$ cat config.mk
export PLATFORM = sky130hd
export DESIGN_NAME = power_ctrl_seq
export DESIGN_NICKNAME = d
export VERILOG_FILES = /design/src/rtl/power_ctrl_pkg.sv /design/src/rtl/power_ctrl_dly_cnt.sv /design/src/rtl/power_ctrl_seq.sv
export SDC_FILE = /design/constraint.sdc
export NUM_CORES = 1
export LEC_CHECK = 0
export ABC_CLOCK_PERIOD_IN_PS = 2200
export BUFFER_PORTS_ARGS = -buffer_cell sky130_fd_sc_hd__buf_2
export CORE_UTILIZATION = 40
export DETAILED_ROUTE_END_ITERATION = 8
export PLACE_DENSITY_LB_ADDON = 0.25
export REMOVE_ABC_BUFFERS = 1
export SETUP_SLACK_MARGIN = 0.5
export SLEW_MARGIN = 15
export SYNTH_ARGS = -nofsm -noshare
export SYNTH_HDL_FRONTEND = slang
export SYNTH_SLANG_ARGS = --single-unit
$ cat constraint.sdc
create_clock -name pclk -period 2.2 [get_ports pclk]
set_clock_uncertainty 0.2 [all_clocks]
set_input_delay 0.44 -clock pclk [delete_from_list [all_inputs] [get_ports pclk]]
set_output_delay 0.44 -clock pclk [all_outputs]
set_load 0.01 [all_outputs]
$ cat src/rtl/power_ctrl_pkg.sv
// Shared definitions for the power-shut-off sequencer: state encodings and
// default build parameters.
package power_ctrl_pkg;

   localparam int NUM_SW_DEF = 2;
   localparam int STAB_W_DEF = 5;
   localparam int ACK_TO_DEF = 64;

   typedef enum logic [3:0] {
      ST_IDLE      = 4'd0,
      ST_CLK_OFF   = 4'd1,
      ST_WAIT1     = 4'd2,
      ST_ISOLATE   = 4'd3,
      ST_SAVE      = 4'd4,
      ST_RST_ON    = 4'd5,
      ST_PWR_DN    = 4'd6,
      ST_OFF       = 4'd7,
      ST_PWR_UP    = 4'd8,
      ST_WAIT_STAB = 4'd9,
      ST_RESTORE   = 4'd10,
      ST_WAIT2     = 4'd11,
      ST_DE_ISO    = 4'd12,
      ST_CLK_ON    = 4'd13,
      ST_RST_CLR   = 4'd14
   } pso_state_e;

endpackage

$ cat src/rtl/power_ctrl_dly_cnt.sv
// Loadable down-counter with a done flag; shared by the stabilisation wait
// and the switch-acknowledge timeout, which never overlap.
module power_ctrl_dly_cnt #(
   parameter int W = 6
) (
   input  logic         pclk,
   input  logic         nprst,
   input  logic         i_load,
   input  logic [W-1:0] i_load_val,
   output logic         o_done
);

   logic [W-1:0] r_cnt;

   // Counts down to zero and holds there until the next load.
   always_ff @(posedge pclk or negedge nprst) begin
      if (!nprst) begin
         r_cnt <= '0;
      end else if (i_load) begin
         r_cnt <= i_load_val;
      end else if (r_cnt != '0) begin
         r_cnt <= r_cnt - W'(1);
      end
   end

   assign o_done = (r_cnt == '0);

endmodule

$ cat src/rtl/power_ctrl_seq.sv
// PSO sequencer for one switchable power domain: clock gating, isolation,
// retention save/restore, non-SRPG reset and a sequential power-switch chain.
module power_ctrl_seq
   import power_ctrl_pkg::*;
#(
   parameter int NUM_SW = NUM_SW_DEF,
   parameter int STAB_W = STAB_W_DEF,
   parameter int ACK_TO = ACK_TO_DEF
) (
   input  logic              pclk,
   input  logic              nprst,
   input  logic              pso_req,
   input  logic [STAB_W-1:0] stab_cycles,
   input  logic [NUM_SW-1:0] pwr_ack,
   output logic              gate_clk,
   output logic              isolate,
   output logic              save_edge,
   output logic              restore_edge,
   output logic              rstn_non_srpg,
   output logic [NUM_SW-1:0] pwr_on,
   output logic              set_status,
   output logic              clr_status,
   output logic              abort,
   output logic              ack_err,
   output logic [3:0]        state
);

   localparam int ACK_TW = $clog2(ACK_TO);
   localparam int CNT_W  = (STAB_W > ACK_TW) ? STAB_W : ACK_TW;
   localparam int KW     = (NUM_SW > 1) ? $clog2(NUM_SW) : 1;
   localparam logic [CNT_W-1:0] TO_LOAD = CNT_W'(ACK_TO - 1);
   localparam logic [KW-1:0]    LAST_K  = KW'(NUM_SW - 1);

   pso_state_e        r_state;
   logic [KW-1:0]     r_k;
   logic              r_gate;
   logic              r_iso;
   logic              r_save;
   logic              r_restore;
   logic              r_rstn;
   logic [NUM_SW-1:0] r_pwr;
   logic              r_set;
   logic              r_clr;
   logic              r_abort;
   logic              r_ack_err;

   pso_state_e        w_next;
   logic [KW-1:0]     w_k_nxt;
   logic              w_load;
   logic [CNT_W-1:0]  w_load_val;
   logic [CNT_W-1:0]  w_stab_load;
   logic [STAB_W-1:0] w_stab_m1;
   logic              w_done;
   logic              w_timeout;
   logic              w_abort;
   logic [NUM_SW-1:0] w_pwr_nxt;

   // A zero stabilisation request still spends one cycle in WAIT_STAB.
   assign w_stab_m1   = stab_cycles - STAB_W'(1);
   assign w_stab_load = (stab_cycles == '0) ? '0 : CNT_W'(w_stab_m1);

   power_ctrl_dly_cnt #(.W(CNT_W)) u_dly_cnt (
      .pclk       (pclk),
      .nprst      (nprst),
      .i_load     (w_load),
      .i_load_val (w_load_val),
      .o_done     (w_done)
   );

   always_comb begin
      w_next     = r_state;
      w_k_nxt    = r_k;
      w_load     = 1'b0;
      w_load_val = TO_LOAD;
      w_timeout  = 1'b0;
      w_abort    = 1'b0;
      case (r_state)
         ST_IDLE:      if (pso_req) w_next = ST_CLK_OFF;
         ST_CLK_OFF,
         ST_WAIT1: begin
            if (!pso_req) begin
               w_next  = ST_CLK_ON;
               w_abort = 1'b1;
            end else begin
               w_next = (r_state == ST_CLK_OFF) ? ST_WAIT1 : ST_ISOLATE;
            end
         end
         ST_ISOLATE:   w_next = ST_SAVE;
         ST_SAVE:      w_next = ST_RST_ON;
         ST_RST_ON: begin
            w_next = ST_PWR_DN;
            w_load = 1'b1;
         end
         ST_PWR_DN: begin
            if (pwr_ack == '0) begin
               w_next = ST_OFF;
            end else if (w_done) begin
               w_next    = ST_OFF;
               w_timeout = 1'b1;
            end
         end
         ST_OFF: begin
            if (!pso_req) begin
               w_next  = ST_PWR_UP;
               w_k_nxt = '0;
               w_load  = 1'b1;
            end
         end
         // Timeout reload on every advance gives each switch a full window.
         ST_PWR_UP: begin
            if (pwr_ack[r_k] || w_done) begin
               w_timeout = !pwr_ack[r_k];
               w_load    = 1'b1;
               if (r_k == LAST_K) begin
                  w_next     = ST_WAIT_STAB;
                  w_load_val = w_stab_load;
               end else begin
                  w_k_nxt = r_k + KW'(1);
               end
            end
         end
         ST_WAIT_STAB: if (w_done) w_next = ST_RESTORE;
         ST_RESTORE:   w_next = ST_WAIT2;
         ST_WAIT2:     w_next = ST_DE_ISO;
         ST_DE_ISO:    w_next = ST_CLK_ON;
         ST_CLK_ON:    w_next = ST_RST_CLR;
         ST_RST_CLR:   w_next = ST_IDLE;
         default:      w_next = ST_IDLE;
      endcase
   end

   always_comb begin
      w_pwr_nxt = '1;
      if (w_next == ST_PWR_DN || w_next == ST_OFF) begin
         w_pwr_nxt = '0;
      end else if (w_next == ST_PWR_UP) begin
         for (int i = 0; i < NUM_SW; i++) begin
            w_pwr_nxt[i] = (i <= int'(w_k_nxt));
         end
      end
   end

   // Outputs are decoded from the next state so they move with the state.
   always_ff @(posedge pclk or negedge nprst) begin
      if (!nprst) begin
         r_state   <= ST_IDLE;
         r_k       <= '0;
         r_gate    <= 1'b0;
         r_iso     <= 1'b0;
         r_save    <= 1'b0;
         r_restore <= 1'b0;
         r_rstn    <= 1'b1;
         r_pwr     <= '1;
         r_set     <= 1'b0;
         r_clr     <= 1'b0;
         r_abort   <= 1'b0;
         r_ack_err <= 1'b0;
      end else begin
         r_state   <= w_next;
         r_k       <= w_k_nxt;
         r_gate    <= !(w_next inside {ST_IDLE, ST_CLK_ON, ST_RST_CLR});
         r_iso     <= w_next inside {ST_ISOLATE, ST_SAVE, ST_RST_ON, ST_PWR_DN,
                                     ST_OFF, ST_PWR_UP, ST_WAIT_STAB,
                                     ST_RESTORE, ST_WAIT2};
         r_save    <= (w_next == ST_SAVE);
         r_restore <= (w_next == ST_RESTORE);
         r_rstn    <= !(w_next inside {ST_RST_ON, ST_PWR_DN, ST_OFF, ST_PWR_UP,
                                       ST_WAIT_STAB, ST_RESTORE, ST_WAIT2,
                                       ST_DE_ISO});
         r_pwr     <= w_pwr_nxt;
         r_set     <= (w_next == ST_CLK_OFF);
         r_clr     <= (w_next == ST_RST_CLR);
         r_abort   <= w_abort;
         if (w_next == ST_CLK_OFF) begin
            r_ack_err <= 1'b0;
         end else if (w_timeout) begin
            r_ack_err <= 1'b1;
         end
      end
   end

   assign gate_clk      = r_gate;
   assign isolate       = r_iso;
   assign save_edge     = r_save;
   assign restore_edge  = r_restore;
   assign rstn_non_srpg = r_rstn & nprst;
   assign pwr_on        = r_pwr;
   assign set_status    = r_set;
   assign clr_status    = r_clr;
   assign abort         = r_abort;
   assign ack_err       = r_ack_err;
   assign state         = r_state;

endmodule

# == Word-level counts from Yosys, hierarchy flattened ==
# Cells that the tools add are included.
# word_totals
reg_bits,22
in_bits,10
# op_classes
n_addsub,3
n_lt_le_gt_ge,2
n_eq_ne,26
muxes,34
n_bitwise,1
n_reduce_logical,17
# ops
operator,count
$eq A4 B4 Y1 const B,13
$pmux W4 S13,1
$eq A4 B3 Y1 const B,8
$mux W4,8
$mux W6,5
$mux W1,14
$eq A4 B2 Y1 const B,3
$reduce_bool A9 Y1,1
$eq A4 B1 Y1 const B,2
$logic_not A4 Y1,2
$reduce_bool A8 Y1,1
$logic_not A6 Y1,1
$reduce_bool A6 Y1,1
$sub A6 B1 Y6 const B,1
$logic_not A5 Y1,1
$mux W5,1
$sub A5 B1 Y5 const B,1
$mux W2,2
$pmux W1 S2,2
$reduce_bool A2 Y1,2
$logic_not A1 Y1,3
$pmux W1 S3,1
$reduce_bool A3 Y1,1
$logic_not A2 Y1,1
6 further kinds,7

# == Depth between registers and ports, before layout ==
# depth
word_depth,8
ltp_mapped,8
mapped_depth_nobuf,7

# == Modules after synthesis ==
# From an unflattened synthesis, not the netlist that was laid out.
# hier_totals
cells_unflattened,142
area_unflattened_um2,1340.0
# modules_own_cells
module,instances,cells_per_inst,area_per_inst_um2
power_ctrl_seq,1,102,939.7
power_ctrl_dly_cnt,1,40,400.4

# == Worst setup path after synthesis ==
# Ideal clock, no wire load.
# synth_path
kind,register to register
startpoint,reg u_dly_cnt.r_cnt[0]
endpoint,reg r_gate (netlist: gate_clk)
arrival_ns,1.720
t_required_ns,1.913
path_slack_ns,0.193
path_stages_with_launch,9
path_buffers,1
synth_period_minus_slack_ns,2.007
path_cell_list,dfrtp_1 -> inv_1 -> ha_1 -> nor4b_4 -> and2_4 -> buf_6 -> a211o_2 -> o211a_1 -> a211oi_2
# synth_between
elab_chain_len,7
# synth_rtl
element,line,source
from (decl),power_ctrl_dly_cnt.sv:13,logic [W-1:0] r_cnt;
from (signal assigned),power_ctrl_dly_cnt.sv:20,r_cnt <= i_load_val;
from (signal assigned),power_ctrl_dly_cnt.sv:22,r_cnt <= r_cnt - W'(1);
$logic_not A6 Y1 (*),power_ctrl_dly_cnt.sv:26,assign o_done = (r_cnt == '0);
$mux W4 or $logic_or A1 B1 Y1 (tied branches),"power_ctrl_seq.sv:97, power_ctrl_seq.sv:111",
$mux W4 (on tied branches),"power_ctrl_seq.sv:95, power_ctrl_seq.sv:111",
$pmux W4 S13 (*),power_ctrl_seq.sv:77,case (r_state)
$eq A4 B4 Y1 or $logic_not A4 Y1 (tied branches),power_ctrl_seq.sv:161,"r_gate <= !(w_next inside {ST_IDLE, ST_CLK_ON, ST_RST_CLR});"
$reduce_bool A3 Y1 (*),power_ctrl_seq.sv:161,
$logic_not A1 Y1 (*),power_ctrl_seq.sv:161,
to (signal assigned),power_ctrl_seq.sv:161,
to (decl),power_ctrl_seq.sv:36,logic r_gate;
# Every way passes the cells marked *; elsewhere a longest branch is shown, timed or not.
# A chain may end at the register's enable or synchronous reset.

# == Worst setup path in the final report ==
# layout_path
startpoint,reg r_state[2] (netlist: state[2])
endpoint,reg r_gate (netlist: gate_clk)
# layout_between
elab_chain_len,7
# layout_rtl
element,line,source
from (decl),power_ctrl_seq.sv:34,pso_state_e r_state;
from (signal assigned),power_ctrl_seq.sv:159,r_state <= w_next;
$eq A4 B1 Y1,"power_ctrl_seq.sv:77, power_ctrl_seq.sv:85",
$mux W1,power_ctrl_seq.sv:85,w_next = (r_state == ST_CLK_OFF) ? ST_WAIT1 : ST_ISOLATE;
$mux W4,power_ctrl_seq.sv:81,if (!pso_req) begin
$pmux W4 S13 (*),power_ctrl_seq.sv:77,
$eq A4 B4 Y1 or $logic_not A4 Y1 (tied branches),power_ctrl_seq.sv:161,
$reduce_bool A3 Y1 (*),power_ctrl_seq.sv:161,
$logic_not A1 Y1 (*),power_ctrl_seq.sv:161,
# Marks and branches as above.

==> results_dict.tcl <==
set metrics [dict create \
    drt_iter0_markers 57 \
    status "complete, no violations" \
    postPlaceCellArea_um2 1620 \
    crit_chain "buf_6, or4bb_1, a21oi_2, a211o_4, nor2_1, a211oi_2" \
    tns_ps 0 \
    grt_max_degree 23 \
    synth_top_area_share_pct 32.6 \
    maxCapViolations 0 \
    track_usage_pct 21.2 \
    clkLatencyLatePin_ps 310 \
    gp_congestion 0.800 \
    ys_top_cells_by_area "dfrtp_1 33%, dfstp_2 5.4%, nor2_1 4.1%" \
    leakagePower_nw 0.953 \
    synthMostInstantiatedCell "dfrtp_1" \
    slowest_delay_ps 530 \
    synth_edf_count 0 \
    grt_pass1_wl_um 6570 \
    routedWlPerCell_um 16.7 \
    area_growth_pct 44.2 \
    grt_pass1_vias 1356 \
    ctsHtreeMaxLevel 1 \
    die_area_um2 3900 \
    worst_pin_slew_ps 558 \
    min_period_ps 2030 \
    post-route-worst-setup-slack_ps 167 \
    synthArstFlopShare_pct 100 \
    io_buffers 24 \
    start_util_pct 42.7 \
    endpoint_kind "register" \
    cp-start-kind "register" \
    power.density_nw_per_um2 1570 \
    relSlewSlack_pct 62.8 \
    die_h_um 62.4 \
    ys_seq_area_share_pct 38.0 \
    fin_cells 256 \
    routed_via_density 5.56 \
    drcViolationCount 0 \
    drv_slew 0 \
    place_inst 224 \
    drive_gt1_share_pct 47.6 \
    rsz0062_at_grt "true" \
    numClockSinks 22 \
    synth_area_um2 1460 \
    hold_viol_final 0 \
    ir_worst_vdd_mv 0.882 \
    vias 1424 \
    syn_inst 155 \
    synth_ff_type "dfrtp_1" \
    path_clk_slew_ps 140 \
    finalCritPeriodShare_pct 92.4 \
    antenna_found_initial 0 \
    grt_overflow_total 0 \
    crit_path_max_fanout 12 \
    required_ps 2230 \
    die_x_um 62.4 \
    fmax_ghz 0.492 \
    routed_wl_um 4270 \
    fin_nets 223 \
    tritoncts "built" \
    diodes 0 \
    drt-pass1-iter-count 4 \
    cts_root_buf "clkbuf_4" \
    ys_warn_count 0 \
    clockBufferDepth 2 \
    ys_ff_latch 22 \
    avgSynthCellArea_um2 9.42 \
    place_ws_ps 29.1 \
    synth.distinct_cells 52 \
    setup_viol 0 \
    io_pins 25 \
    cp.arrival_ps 2070 \
    yosysTopAreaCell "dfrtp_1" \
    antenna_left 0 \
    core_area_um2 3420 \
    fp-row-count 21 \
    crit_type "reg2reg" \
    cts_inserted_buffers 3 \
    cp_slowest_cell "or4bb_1" \
    hpwl_um 2450 \
    synth_commonest_cells "19 x dfrtp_1, 16 x nor2_1, 11 x a21oi_1, 11 x nand2_1, 11 x nor3_1" \
    hp-class "in2reg" \
    finalInstanceArea_um2 2110 \
]
[state kept, by name (all words and copies together), names as in the netlist]
register / flops
u_dly_cnt.r_cnt: 6
state: 4
pwr_on: 2
abort: 1
ack_err: 1
clr_status: 1
gate_clk: 1
isolate: 1
r_k: 1
r_rstn: 1
restore_edge: 1
save_edge: 1
set_status: 1
[logic make-up (layout without fill, tap and decap cells)]
logic type / count (synthesis) / count (layout) / share of synthesized area [%]
adders and majority gates: 2 / 2 / 1.71
buffers and inverters: 18 / 73 / 7.71
AOI/OAI and AO/OA: 43 / 43 / 23.7
DFF: 22 / 22 / 38.0
xor gates and xnor gates: 4 / 4 / 2.40
and+or+nand+nor: 66 / 66 / 26.6
[worst paths after layout]
check,start,to,slack [ps],depth (start not counted)
max,state[2],gate_clk,170,6
min,stab_cycles[4],u_dly_cnt.r_cnt[4],230,3
max reg2reg,state[2],gate_clk,170,6
min reg2reg,ack_err,ack_err,320,2
max in group asynchronous,nprst,pwr_on[1],1050,3
min in group asynchronous,nprst,u_dly_cnt.r_cnt[0],460,3
[what timing repair did]
| action | in CTS | in global routing |
|---|---|---|
| gates resized for setup | 24 | 17 |
| cloned | 2 | 0 |
| endpoints found under the hold margin | 19 | 0 |
| pin swaps | 17 | 5 |
| buffers inserted | 15 | 10 |
| hold buffers | 1 | 0 |
| endpoints found under the setup margin | 23 | 19 |
[per-stage QoR]
stage / hold slack, ps / power [mW] / utilization (%)
6_report: 230 / 3.30 / 61.6
5_1_grt: 240 / 3.51 / 61.6
4_1_cts: 232 / 2.92 / 57.0
3_5_place_dp: 262 / 2.14 / 47.5
3_3_place_gp: 266 / 2.11 / 47.5
2_1_floorplan: -55.6 / 1.70 / -
[placed cells by master (no fill, tap or decap), drive strengths merged, types with 2 or more instances in the layout]
| cell | n |
|---|---|
| o221ai | 2 |
| clkbuf | 3 |
| a211oi | 2 |
| o32ai | 2 |
| xor2 | 3 |
| dfstp | 3 |
| a31oi | 2 |
| dfrtp | 19 |
| a21oi | 11 |
| o21ai | 6 |
| o31ai | 2 |
| ha | 2 |
| nand2b | 7 |
| nor2 | 16 |
| buf | 59 |
| nand2 | 11 |
| nand3b | 3 |
| and2 | 4 |
| or4bb | 2 |
| inv | 8 |
| o211a | 2 |
| o32a | 2 |
| nor3 | 11 |
| nor2b | 3 |
[cell type report]
cell class	instances	area, um2
Fill cell	267	1310
Multi-Input combinational cell	115	937
Sequential cell	22	561
Timing Repair Buffer	61	468
Tap cell	46	57.6
Clock inverter	1	30.0
Inverter	8	30.0
Clock buffer	3	22.5
[critical path, delay by kind of cell, from the launching register on]
family,cells,cell delay (ps)
flops,1,460
compound gates,3,520
buf+inv,1,170
simple gates,2,600
[power by group]
group / internal [mW] / switching [mW]
Clock: 0.184 / 0.134
Sequential: 0.591 / 0.178
Combinational: 1.17 / 1.04
[per-layer routing]
layer / share of wire [%] / track usage [%]
met2: 50 / 37.2
met5: 0 / 0
met1: 42 / 26.5
met3: 4.5 / 3.10
met4: 3.0 / 6.69
(Power assumes the default switching activity.)
